File: src/rtl/bf_pkg.sv
// Shared definitions for the Brainfuck core: loop opcodes, loop-control
// state encoding and the default datapath widths.
package bf_pkg;

   localparam int PC_WIDTH_DEF    = 8;
   localparam int DEPTH_WIDTH_DEF = 5;

   localparam logic [7:0] OP_LOOP_OPEN  = 8'h5B;   // '['
   localparam logic [7:0] OP_LOOP_CLOSE = 8'h5D;   // ']'

   typedef enum logic [1:0] {
      RUN  = 2'd0,
      SKIP = 2'd1,
      ERR  = 2'd2
   } loop_state_t;

endpackage

File: src/rtl/loop_depth_cnt.sv
// Up/down counter with zero and full flags. Full is the counter MSB, so a
// counter one bit wider than the nesting width flags exactly 2^(WIDTH-1).
module loop_depth_cnt #(
   parameter int WIDTH = 5
) (
   input  logic             clk,
   input  logic             rst,
   input  logic             inc,
   input  logic             dec,
   output logic [WIDTH-1:0] count,
   output logic             zero,
   output logic             full
);

   // Count register; simultaneous inc and dec cancel out, overflow wraps.
   always_ff @(posedge clk or negedge rst) begin
      if (!rst) begin
         count <= '0;
      end else if (inc && !dec) begin
         count <= count + WIDTH'(1);
      end else if (dec && !inc) begin
         count <= count - WIDTH'(1);
      end
   end

   assign zero = (count == '0);
   assign full = count[WIDTH-1];

endmodule

File: src/rtl/loop_ctrl.sv
// Loop-control stage in front of the loop stack: decodes '[' and ']',
// drives push/pop, redirects the PC and runs the forward-skip scan.
// Optional macro LOOP_CTRL_ERR_EN builds the sticky ERR state with
// nesting overflow/underflow detection; without it counters wrap silently.
module loop_ctrl
   import bf_pkg::*;
#(
   parameter int PC_WIDTH    = PC_WIDTH_DEF,
   parameter int DEPTH_WIDTH = DEPTH_WIDTH_DEF
) (
   input  logic                clk,
   input  logic                rst,
   input  logic [7:0]          instr,
   input  logic [PC_WIDTH-1:0] instr_pc,
   input  logic                instr_valid,
   output logic                instr_ready,
   input  logic                cell_zero,
   input  logic [PC_WIDTH-1:0] stack_top,
   output logic [PC_WIDTH-1:0] stack_pushd,
   output logic                stack_push_en,
   output logic                stack_pop_en,
   output logic                pc_load,
   output logic [PC_WIDTH-1:0] pc_target,
   output logic                skipping,
   output logic                error
);

`ifdef LOOP_CTRL_ERR_EN
   // One extra bit so a completely full stack (2^DEPTH_WIDTH entries) is visible.
   localparam int CW = DEPTH_WIDTH + 1;
`else
   localparam int CW = DEPTH_WIDTH;
`endif

   loop_state_t   state;
   loop_state_t   state_d;
   logic          accept;
   logic          depth_inc;
   logic          depth_dec;
   logic          skip_inc;
   logic          skip_dec;
   logic [CW-1:0] depth;
   logic [CW-1:0] skip_cnt;
   logic          depth_zero;
   logic          depth_full;
   logic          skip_zero;
   logic          skip_full;
   logic          unused_flags;

   loop_depth_cnt #(.WIDTH(CW)) u_depth (
      .clk   (clk),
      .rst   (rst),
      .inc   (depth_inc),
      .dec   (depth_dec),
      .count (depth),
      .zero  (depth_zero),
      .full  (depth_full)
   );

   loop_depth_cnt #(.WIDTH(CW)) u_skip (
      .clk   (clk),
      .rst   (rst),
      .inc   (skip_inc),
      .dec   (skip_dec),
      .count (skip_cnt),
      .zero  (skip_zero),
      .full  (skip_full)
   );

   // Flags not consulted in every build configuration.
   assign unused_flags = ^{depth_zero, depth_full, skip_zero, skip_full};

   // State register.
   always_ff @(posedge clk or negedge rst) begin
      if (!rst) begin
         state <= RUN;
      end else begin
         state <= state_d;
      end
   end

   // Decode of the accepted instruction; everything is handled in its acceptance cycle.
   always_comb begin
      instr_ready   = rst && (state != ERR);
      accept        = instr_valid && instr_ready;
      state_d       = state;
      stack_pushd   = '0;
      stack_push_en = 1'b0;
      stack_pop_en  = 1'b0;
      pc_load       = 1'b0;
      pc_target     = '0;
      skipping      = 1'b0;
      depth_inc     = 1'b0;
      depth_dec     = 1'b0;
      skip_inc      = 1'b0;
      skip_dec      = 1'b0;
      if (accept) begin
         case (state)
            RUN: begin
               if (instr == OP_LOOP_OPEN) begin
                  if (cell_zero) begin
                     skipping = 1'b1;
                     skip_inc = 1'b1;
                     state_d  = SKIP;
                  end
`ifdef LOOP_CTRL_ERR_EN
                  else if (depth_full) begin
                     state_d = ERR;
                  end
`endif
                  else begin
                     stack_push_en = 1'b1;
                     stack_pushd   = instr_pc;
                     depth_inc     = 1'b1;
                  end
               end else if (instr == OP_LOOP_CLOSE) begin
`ifdef LOOP_CTRL_ERR_EN
                  if (depth_zero) begin
                     state_d = ERR;
                  end else
`endif
                  if (cell_zero) begin
                     stack_pop_en = 1'b1;
                     depth_dec    = 1'b1;
                  end else begin
                     pc_load   = 1'b1;
                     pc_target = stack_top + PC_WIDTH'(1);
                  end
               end
            end
            SKIP: begin
               skipping = 1'b1;
               if (instr == OP_LOOP_OPEN) begin
`ifdef LOOP_CTRL_ERR_EN
                  if (skip_full) begin
                     state_d = ERR;
                  end else begin
                     skip_inc = 1'b1;
                  end
`else
                  skip_inc = 1'b1;
`endif
               end else if (instr == OP_LOOP_CLOSE) begin
                  skip_dec = 1'b1;
                  if (skip_cnt == CW'(1)) begin
                     state_d = RUN;
                  end
               end
            end
            default: begin
            end
         endcase
      end
   end

`ifdef LOOP_CTRL_ERR_EN
   assign error = (state == ERR);
`else
   assign error = 1'b0;
`endif

endmodule

File: config.mk
export PLATFORM = sky130hd
export DESIGN_NAME = loop_ctrl
export DESIGN_NICKNAME = d
export VERILOG_FILES = /design/src/rtl/bf_pkg.sv /design/src/rtl/loop_depth_cnt.sv /design/src/rtl/loop_ctrl.sv
export SDC_FILE = /design/constraint.sdc
export NUM_CORES = 1
export LEC_CHECK = 0
export BUFFER_PORTS_ARGS = -buffer_cell sky130_fd_sc_hd__buf_2
export CORE_MARGIN = 2
export CORE_UTILIZATION = 39
export DETAILED_ROUTE_END_ITERATION = 16
export PLACE_DENSITY = 0.78
export SLEW_MARGIN = 20
export SYNTH_ARGS = -nofsm -noshare
export SYNTH_HDL_FRONTEND = slang
export SYNTH_SLANG_ARGS = --single-unit
export TNS_END_PERCENT = 100
File: constraint.sdc
create_clock -name clk -period 2.55 [get_ports clk]
set_input_delay 0.51 -clock clk [delete_from_list [all_inputs] [get_ports clk]]
set_output_delay 0.51 -clock clk [all_outputs]
set_load 0.02 [all_outputs]
==> impl_metrics.py, run 1 <==
metrics = {
    "outcome": {
        "run_status": "complete, no violations",
    },
    "timing": {
        "setup_viol": 0,
        "finClkSkew_ns": 0.007225,
        "hold_violations": 0,
        "fin_setup_tns_ns": 0,
        "fin_crit_sh_pct": 87.44,
        "fmax_mhz": 448.5,
        "finalCriticalPeriod_ns": 2.230,
        "whs_ns": 0.1772,
        "final_max_slew_viol_count": 0,
        "rsz0062_at_grt": "false",
    },
    "synthesis": {
        "synth.top_cell.area_share_pct": 22.14,
        "synth_top_cell_by_area": "dfrtp_1",
        "ys_top_cells_by_area": "dfrtp_1, ha_1, xor2_1",
        "async_flop_share_pct": 100.0,
        "synthFlopType": "dfrtp_1",
        "ys_seq_elements": 6,
        "syn_inst": 87,
        "seq_area_frac_synth_pct": 22.14,
        "syn_area_um2": 678.2,
        "synthTopCellsByCount": "and2_1, nor2_1",
        "ys_types": 29,
        "synth-edff-count": 0,
        "yosys_warnings": 0,
        "syn_avg_cell_area_um2": 7.795,
        "synth_fp_nets": 120,
    },
    "clock_network": {
        "holdBufCountCts": 0,
        "h-tree-depth": 1,
        "cts_resized": 0,
        "cts_sinks": 6,
        "cts_buffer_depth": 2,
        "cts_made_buffers": 3,
        "cts-root-buf": "clkbuf_4",
        "clock_latency_ns": 0.25,
        "cts_tree": "built",
        "clkTransAtPathRegs_ns": 0.05,
        "post_cts_buffers": 0,
    },
    "placed_design": {
        "routabilityCongestion": 0.8321,
        "io_buffers": 48,
        "hpwlAfterDp_um": 1515,
    },
    "detailed_routing": {
        "totalWireLength_um": 1775,
        "ant_nets": 0,
        "drc_errors": 0,
        "vias": 800,
        "drt_first_pass_iters": 4,
        "avgRoutedWirePerCell_um": 11.60,
        "drtIter0Drc": 7,
        "via_per_inst": 5.229,
    },
    "hold_path": {
        "hold_class": "in2async",
    },
    "critical_path": {
        "required_ns": 2.04,
        "crit_arrival_ns": 1.72,
        "slowest_delay_ns": 0.30,
        "r2r-start": "state[0]$_DFFE_PN0P_",
        "reg2reg_slack_ns": 0.58,
        "slowest_stage": "and4_1",
        "cpMostUsedCell": "buf_2",
        "start_kind": "primary input",
        "crit_type": "in2out",
        "end_kind": "output pin",
        "r2r_cells": 6,
        "timing.rr.end": "u_skip.count[4]$_DFFE_PN0P_",
        "worstPathCellList": "buf_2 -> nor4bb_1 -> buf_4 -> and4_1 -> and2_1 -> buf_2",
        "cp_max_fo": 9,
    },
    "global_route": {
        "grt_max_degree": 10,
        "grt_pass1_vias": 729,
        "antenna_found_initial": 0,
        "grt.overflow.total": 0,
        "grt_pass1_wl_um": 2780,
        "track_usage_pct": 18.06,
    },
    "floorplan": {
        "die_height_um": 45.70,
        "ios": 50,
        "dieArea_um2": 2088,
        "coreArea_um2": 1689,
        "start_util_pct": 40.15,
        "rows": 15,
        "die_w_um": 45.70,
    },
    "pwr": {
        "p_leak_nw": 0.5592,
        "peakVddDrop_mv": 0.3214,
        "power_density_nw_per_um2": 290.7,
    },
    "finish": {
        "antennaDiodeCount": 0,
        "syn2layout_area_growth_pct": 40.96,
        "nets": 171,
        "drive_gt1_share_pct": 41.18,
        "finish.utilization_pct": 56.59,
    },
    "run": {
        "max_cap_violations": 0,
    },
}
## cells in the final DEF, fill, tap and decap left out, types with 2 or more instances in the layout
cell type / count
nand4_1: 4
nand3_1: 6
a21oi_1: 6
and4_1: 3
inv_1: 5
and2_1: 8
ha_1: 5
buf_2: 48
nor2b_1: 2
nor2_1: 8
xnor2_1: 2
or3_1: 3
nor4bb_1: 2
o21ai_0: 3
xor2_1: 6
dfrtp_1: 6
nand2_1: 3
buf_4: 3
clkbuf_4: 3
## final cells by class
type                    count  area [um^2]
inverters                   6        22.52
well taps                  17        21.27
fillers                   156        733.2
repair buffers             51        262.8
multi-input cells          70        476.7
clock buffers               3        22.52
flip-flops and latches      6        150.1
## routing by layer
layer | vias to the layer above | global-route usage (%) | routed length, um
met4 | 0 | 3.429 | 6
met5 | - | 0 | 0
met3 | 2 | 5.556 | 163
met2 | 31 | 34.37 | 928
met1 | 366 | 19.42 | 677
li1 | 401 | - | -
## logic make-up (layout without fill, tap and decap cells)
family	after synthesis	count (layout)	synth area share, %
AO/OA/AOI/OAI	12	12	9.962
XOR/XNOR	8	8	10.33
adder cells (fa/ha/maj)	5	5	9.225
buffers and inverters	11	60	7.563
flip-flops	6	6	22.14
multiplexers	1	1	1.476
other	1	1	0.5530
AND/OR/NAND/NOR	43	43	38.75
## power breakdown
group,internal (mW),switching (mW),total (mW)
clock network,0.0533,0.0351,0.0884
registers,0.103,0.0107,0.114
logic,0.0389,0.0366,0.0755
## worst max-delay path, delay by kind of cell
| family | cells | cell delay (ns) |
|---|---|---|
| buffers and inverters | 3 | 0.46 |
| AND/OR/NAND/NOR | 3 | 0.75 |
## metrics by stage
stage	cell area (um^2)	cells	worst slack, ns	power, mW
floorplan	678.2	87	0.3439	0.1544
global placement	933.4	150	0.2237	0.1871
detailed placement	933.4	150	0.1817	0.1914
CTS	955.9	153	0.3239	0.2796
global route	955.9	153	0.2262	0.2975
finish	955.9	153	0.3202	0.2779
## how the worst max path moves through the flow
stage,start,to,slack [ns],cells past startpoint
finish,instr[5],stack_pushd[5],0.32,6
global route,instr[5],stack_pushd[5],0.23,6
CTS,instr[5],stack_pushd[5],0.32,6
detailed placement,instr[5],u_skip.count[4]$_DFFE_PN0P_,0.18,8
global placement,instr[5],u_skip.count[3]$_DFFE_PN0P_,0.22,8
floorplan,instr[5],stack_pop_en,0.34,4
## flip-flops by register name, indices dropped and copies added (netlist names)
| name | count |
|---|---|
| state | 1 |
| u_skip.count | 5 |
Note: power is estimated with default switching activity, not from simulation.
==> inputs of run 2 (changes only) <==
- CORE_UTILIZATION: 39 -> 35
- PLACE_DENSITY: 0.78 -> 0.74
- clock period: 2.55 -> 1.91 ns (I/O delays scaled with it)
==> run 2 against run 1 <==
The flow now finishes with violations (setup timing). Global-route usage decreased by 0.15 points. Clock-buffer cell count unchanged. Worst setup slack worse by 0.34 ns. Critical path depth is the same. Non-clock buffer count increased by 9. Sequential cell count is the same. First-iteration DRC count grew to 3.1 times the previous value. Highest routed layer unchanged.
==> impl_metrics.py, run 2 (same netlist as run 1, synthesis figures left out) <==
metrics = {
    "outcome": {
        "run_status": "finished, violations left",
        "violations": "setup timing",
    },
    "pwr": {
        "swShare_pct": 31.41,
        "p_int_uw": 280.4,
        "p_leak_nw": 0.6844,
        "total_power_uw": 408.8,
        "combinationalPowerShare_pct": 32.9,
        "power_density_nw_per_um2": 330.0,
        "peakVddDrop_mv": 0.3279,
        "p_clk_share_pct": 29.7,
        "p_seq_share_pct": 37.4,
        "switchingPower_uw": 128.4,
    },
    "finish": {
        "final_cell_mix": "buf_2, buf_4, buf_6",
        "stdcell_count": 172,
        "top_regs": "u_skip.count: 5 flops, state: 1 flops",
        "drive_gt1_share_pct": 59.18,
        "top_register": "u_skip.count",
        "syn2layout_area_growth_pct": 82.66,
        "nets": 182,
        "multi_input_area_um2": 600.6,
        "antennaDiodeCount": 0,
        "largest_reg_flops": 5,
        "final_common_cell": "buf_2",
        "finish.utilization_pct": 69.47,
        "register_area_um2": 150.1,
        "fin_area_um2": 1239,
        "fillers": 123,
    },
    "timing": {
        "fin_crit_sh_pct": 100.9,
        "rsz0062_at_grt": "true",
        "setup_viol": 5,
        "final_max_slew_viol_count": 0,
        "finalCriticalPeriod_ns": 1.927,
        "fmax_mhz": 519.0,
        "hold_violations": 0,
        "finClkSkew_ns": 0.007104,
        "fin_ws_ns": -0.01694,
    },
    "clock_network": {
        "cts_sinks": 6,
        "post_cts_buffers": 0,
        "cts_made_buffers": 3,
        "cts-root-buf": "clkbuf_4",
        "holdBufCountCts": 0,
        "cts_tree": "built",
        "clock_latency_ns": 0.25,
        "clkTransAtPathRegs_ns": 0.05,
        "h-tree-depth": 1,
        "cts_buffer_depth": 2,
    },
    "detailed_routing": {
        "vias": 920,
        "avgRoutedWirePerCell_um": 14.59,
        "via_per_inst": 5.349,
        "drc_errors": 0,
        "drt_first_pass_iters": 4,
        "drtIter0Drc": 22,
        "totalWireLength_um": 2509,
        "ant_nets": 0,
    },
    "global_route": {
        "grt_max_degree": 10,
        "track_usage_pct": 17.91,
        "grt.overflow.total": 0,
        "grt_pass1_wl_um": 2835,
        "antenna_found_initial": 0,
        "grt_pass1_vias": 717,
    },
    "critical_path": {
        "cp_max_fo": 6,
        "reg2reg_slack_ns": 0.16,
        "timing.rr.end": "u_skip.count[4]$_DFFE_PN0P_",
        "startpoint": "instr_valid",
        "required_ns": 1.53,
        "r2r-start": "state[0]$_DFFE_PN0P_",
        "end_kind": "output pin",
        "r2r_cells": 6,
        "crit_type": "in2out",
        "start_kind": "primary input",
        "crit_arrival_ns": 1.54,
    },
    "floorplan": {
        "ios": 50,
        "die_height_um": 48.02,
        "start_util_pct": 38.04,
        "rows": 15,
        "die_w_um": 48.02,
        "dieArea_um2": 2305,
        "coreArea_um2": 1783,
    },
    "run": {
        "max_cap_violations": 0,
    },
    "placed_design": {
        "hpwlAfterDp_um": 1678,
        "place_inst": 167,
        "postPlaceCellArea_um2": 1027,
        "dpl_worst_slack_ns": -0.1895,
        "io_buffers": 48,
        "routabilityCongestion": 0.7684,
    },
    "hold_path": {
        "hold_class": "in2async",
    },
}
## run 2: cell types whose count changed in the layout (fill, tap and decap cells not counted), sizes merged
cell and delta:
buf +9, and4 +1, nand4 +1
## run 2: worst max path at each step
stage	end	slack [ns]
CTS	stack_pop_en	-0.003
detailed placement	u_skip.count[4]$_DFFE_PN0P_	-0.19
floorplan	u_skip.count[4]$_DFFE_PN0P_	-0.02
global route	stack_pushd[7]	-0.05
global placement	u_skip.count[4]$_DFFE_PN0P_	-0.13
finish	stack_pop_en	-0.02
## run 2: worst max-delay path, cell delays in order
cell,delay [ns]
buf_2,0.09
and4_1,0.35
buf_4,0.21
nand2_4,0.06
nor4bb_4,0.26
buf_4,0.19
## run 2: stage by stage
step / setup TNS, ns / hold slack [ns]
after global routing: -0.4928 / 0.04984
after CTS: -0.002577 / 0.04076
after detailed placement: -1.727 / 0.3053
after floorplan: -0.01840 / 0.08641
final: -0.02091 / 0.02868
after global placement: -1.173 / 0.2974
## run 2: cell type report
cell class,count,area share (%)
Timing Repair Buffer,60,33.23
Sequential cell,6,12.12
Inverter,6,1.818
Tap cell,25,2.525
Clock buffer,3,1.818
Multi-Input combinational cell,72,48.48
## run 2: timing repair
item | 4_1_cts | 5_1_grt
endpoints found under the setup margin | 18 | 18
cloned | 1 | 1
pin swaps | 2 | 5
gates resized for setup | 18 | 30
## run 2: power groups by stage
stage                     Clock (mW)  Combinational (mW)  Sequential [mW]
after floorplan                    0              0.0594            0.150
after global placement             0               0.107            0.153
after detailed placement           0               0.112            0.153
after CTS                      0.122               0.121            0.152
after global routing           0.131               0.146            0.154
final                          0.122               0.134            0.153
## run 2: layer usage
metal | track usage [%] | share of wire (%) | vias up
met4 | 7.027 | 1.5 | 0
li1 | - | - | 436
met5 | 0 | 0 | -
met2 | 33.33 | 52 | 46
met1 | 18.57 | 39 | 432
met3 | 5.283 | 7.4 | 6
==> inputs of run 3 (changes only) <==
- ABC_AREA: not set -> 1
- CORE_UTILIZATION: 35 -> 38
- PLACE_DENSITY: 0.74 -> 0.75
==> run 3 against run 2 <==
The flow now finishes without violations. Sequential power down 7%. Worst setup slack better by 0.19 ns. Largest power group unchanged. First-iteration DRC count down 45%. Clock-buffer cell count unchanged. Global-route usage down 0.38 points. Via count up 2.2%. Sequential cell count unchanged. Highest routed layer is now met3. Clock power down 9.8%. Critical path depth down 2. Synthesized area up 18%.
==> impl_metrics.py, run 3 <==
metrics = {
    "detailed_routing": {
        "via_per_inst": 4.332,
        "drtIter0Drc": 12,
        "ant_nets": 0,
        "avgRoutedWirePerCell_um": 8.986,
        "drc_errors": 0,
        "vias": 940,
        "totalWireLength_um": 1950,
        "drt_first_pass_iters": 4,
    },
    "critical_path": {
        "end_kind": "output pin",
        "cp_max_fo": 9,
        "crit_arrival_ns": 1.35,
        "required_ns": 1.53,
        "start_kind": "register",
        "crit_type": "reg2out",
    },
    "clock_network": {
        "clkTransAtPathRegs_ns": 0.04,
        "cts_tree": "built",
        "cts_made_buffers": 3,
        "clock_latency_ns": 0.24,
        "cts-root-buf": "clkbuf_4",
        "h-tree-depth": 1,
        "post_cts_buffers": 0,
        "cts_sinks": 6,
        "cts_buffer_depth": 2,
    },
    "global_route": {
        "grt_pass1_wl_um": 3422,
        "track_usage_pct": 17.53,
        "grt_pass1_vias": 872,
        "grt_max_degree": 10,
        "antenna_found_initial": 0,
        "grt.overflow.total": 0,
    },
    "synthesis": {
        "synthFlopType": "dfrtp_1",
        "yosys_warnings": 0,
        "syn_area_um2": 797.0,
        "ys_top_cells_by_area": "dfrtp_1, inv_1, nand2_1",
        "syn_avg_cell_area_um2": 5.775,
        "ys_seq_elements": 6,
        "synth_fp_nets": 171,
        "synth-edff-count": 0,
        "seq_area_frac_synth_pct": 18.84,
        "synth.top_cell.area_share_pct": 18.84,
        "synth_top_cell_by_area": "dfrtp_1",
        "ys_types": 20,
        "yosysMostFrequentCell": "inv_1",
        "synthTopCellsByCount": "inv_1, nand2_1, nor2_1",
        "syn_inst": 138,
        "async_flop_share_pct": 100.0,
    },
    "finish": {
        "final_cell_mix": "buf_2, inv_1, nand2_1",
        "largest_reg_flops": 5,
        "nets": 225,
        "top_regs": "u_skip.count: 5 flops, state: 1 flops",
        "drive_gt1_share_pct": 31.58,
        "antennaDiodeCount": 0,
        "top_register": "u_skip.count",
        "final_common_cell": "buf_2",
        "syn2layout_area_growth_pct": 38.15,
    },
    "timing": {
        "fmax_mhz": 576.7,
        "hold_violations": 0,
        "fin_ws_ns": 0.1761,
        "final_max_slew_viol_count": 0,
        "finClkSkew_ns": 0.0001665,
        "rsz0062_at_grt": "false",
        "finalCriticalPeriod_ns": 1.734,
        "fin_setup_tns_ns": 0,
        "fin_crit_sh_pct": 90.78,
        "setup_viol": 0,
    },
    "run": {
        "max_cap_violations": 0,
    },
    "pwr": {
        "peakVddDrop_mv": 0.3285,
        "total_power_uw": 357.9,
        "p_leak_nw": 0.7303,
        "power_density_nw_per_um2": 325.1,
    },
    "floorplan": {
        "coreArea_um2": 1962,
        "die_w_um": 49.80,
        "dieArea_um2": 2480,
        "ios": 50,
        "die_height_um": 49.80,
        "rows": 16,
        "start_util_pct": 40.62,
    },
    "placed_design": {
        "io_buffers": 48,
        "dpl_worst_slack_ns": 0.1015,
        "hpwlAfterDp_um": 1722,
        "routabilityCongestion": 0.8732,
    },
    "hold_path": {
        "hold_class": "in2async",
    },
    "outcome": {
        "run_status": "complete, no violations",
    },
}
[run 3: cells by family (layout without fill, tap and decap cells)]
family	after synthesis	after routing	synth area share [%]
other	1	1	0.4705
flip-flops	6	6	18.84
adder cells (fa/ha/maj)	5	5	7.849
AO/OA/AOI/OAI	8	8	5.337
XOR/XNOR	5	5	5.496
buffers and inverters	36	88	17.90
AND/OR/NAND/NOR	77	77	44.11
[run 3: power by group]
group	switching [mW]	total (mW)	internal (mW)	leakage, nW
logic	0.0581	0.105	0.0472	0.654
registers	0.00852	0.142	0.134	0.0628
clock network	0.0397	0.110	0.0707	0.0138
[run 3: path summary, 6_finish.rpt]
| path | startpoint | end | slack [ns] | cells past startpoint |
|---|---|---|---|---|
| min in group clk | u_skip.count[1]$_DFFE_PN0P_ | u_skip.count[1]$_DFFE_PN0P_ | 0.58 | 2 |
| max in group asynchronous | rst | state[0]$_DFFE_PN0P_ | 1.72 | 2 |
| max reg2reg | state[0]$_DFFE_PN0P_ | u_skip.count[2]$_DFFE_PN0P_ | 0.28 | 9 |
| min reg2reg | u_skip.count[1]$_DFFE_PN0P_ | u_skip.count[1]$_DFFE_PN0P_ | 0.58 | 2 |
| max | state[0]$_DFFE_PN0P_ | stack_pushd[7] | 0.18 | 4 |
| min | rst | u_skip.count[4]$_DFFE_PN0P_ | 0.08 | 2 |
[run 3: what timing repair did]
item / 4_1_cts / 5_1_grt
resized for setup: 0 / 0
hold buffers: 0 / 0
endpoints found under the setup margin: 0 / 1
endpoints found under the hold margin: 0 / 0
[run 3: layout make-up]
type / instances / area [um^2]
inverter: 34 / 127.6
tap: 27 / 33.78
clock buffer: 3 / 22.52
multi-input combinational: 96 / 504.2
fill: 204 / 860.8
sequential: 6 / 150.1
timing repair buffer: 51 / 262.8
[run 3: critical path, cell delays in order, from the launching register on]
cell     delay, ns
dfrtp_1       0.41
nor3_4        0.25
nand3_4       0.16
nor2_1        0.12
buf_2         0.17
[run 3: routing by layer]
| metal | global-route usage (%) | vias to the layer above | part of all wire (%) |
|---|---|---|---|
| met3 | 2.727 | 0 | 5.5 |
| met2 | 31.33 | 27 | 51 |
| met4 | 6.944 | 0 | 0 |
| li1 | - | 517 | - |
| met1 | 20.72 | 396 | 43 |
| met5 | 0 | - | 0 |
[run 3: stage by stage]
stage,util [%],area (um^2),std cells,hold WS (ns)
finish,56.12,1101,217,0.07649
detailed placement,54.97,1079,214,0.3308
global placement,54.97,1079,214,0.3294
floorplan,-,797.0,138,0.08641
CTS,56.12,1101,217,0.07038
global route,56.12,1101,217,0.07083
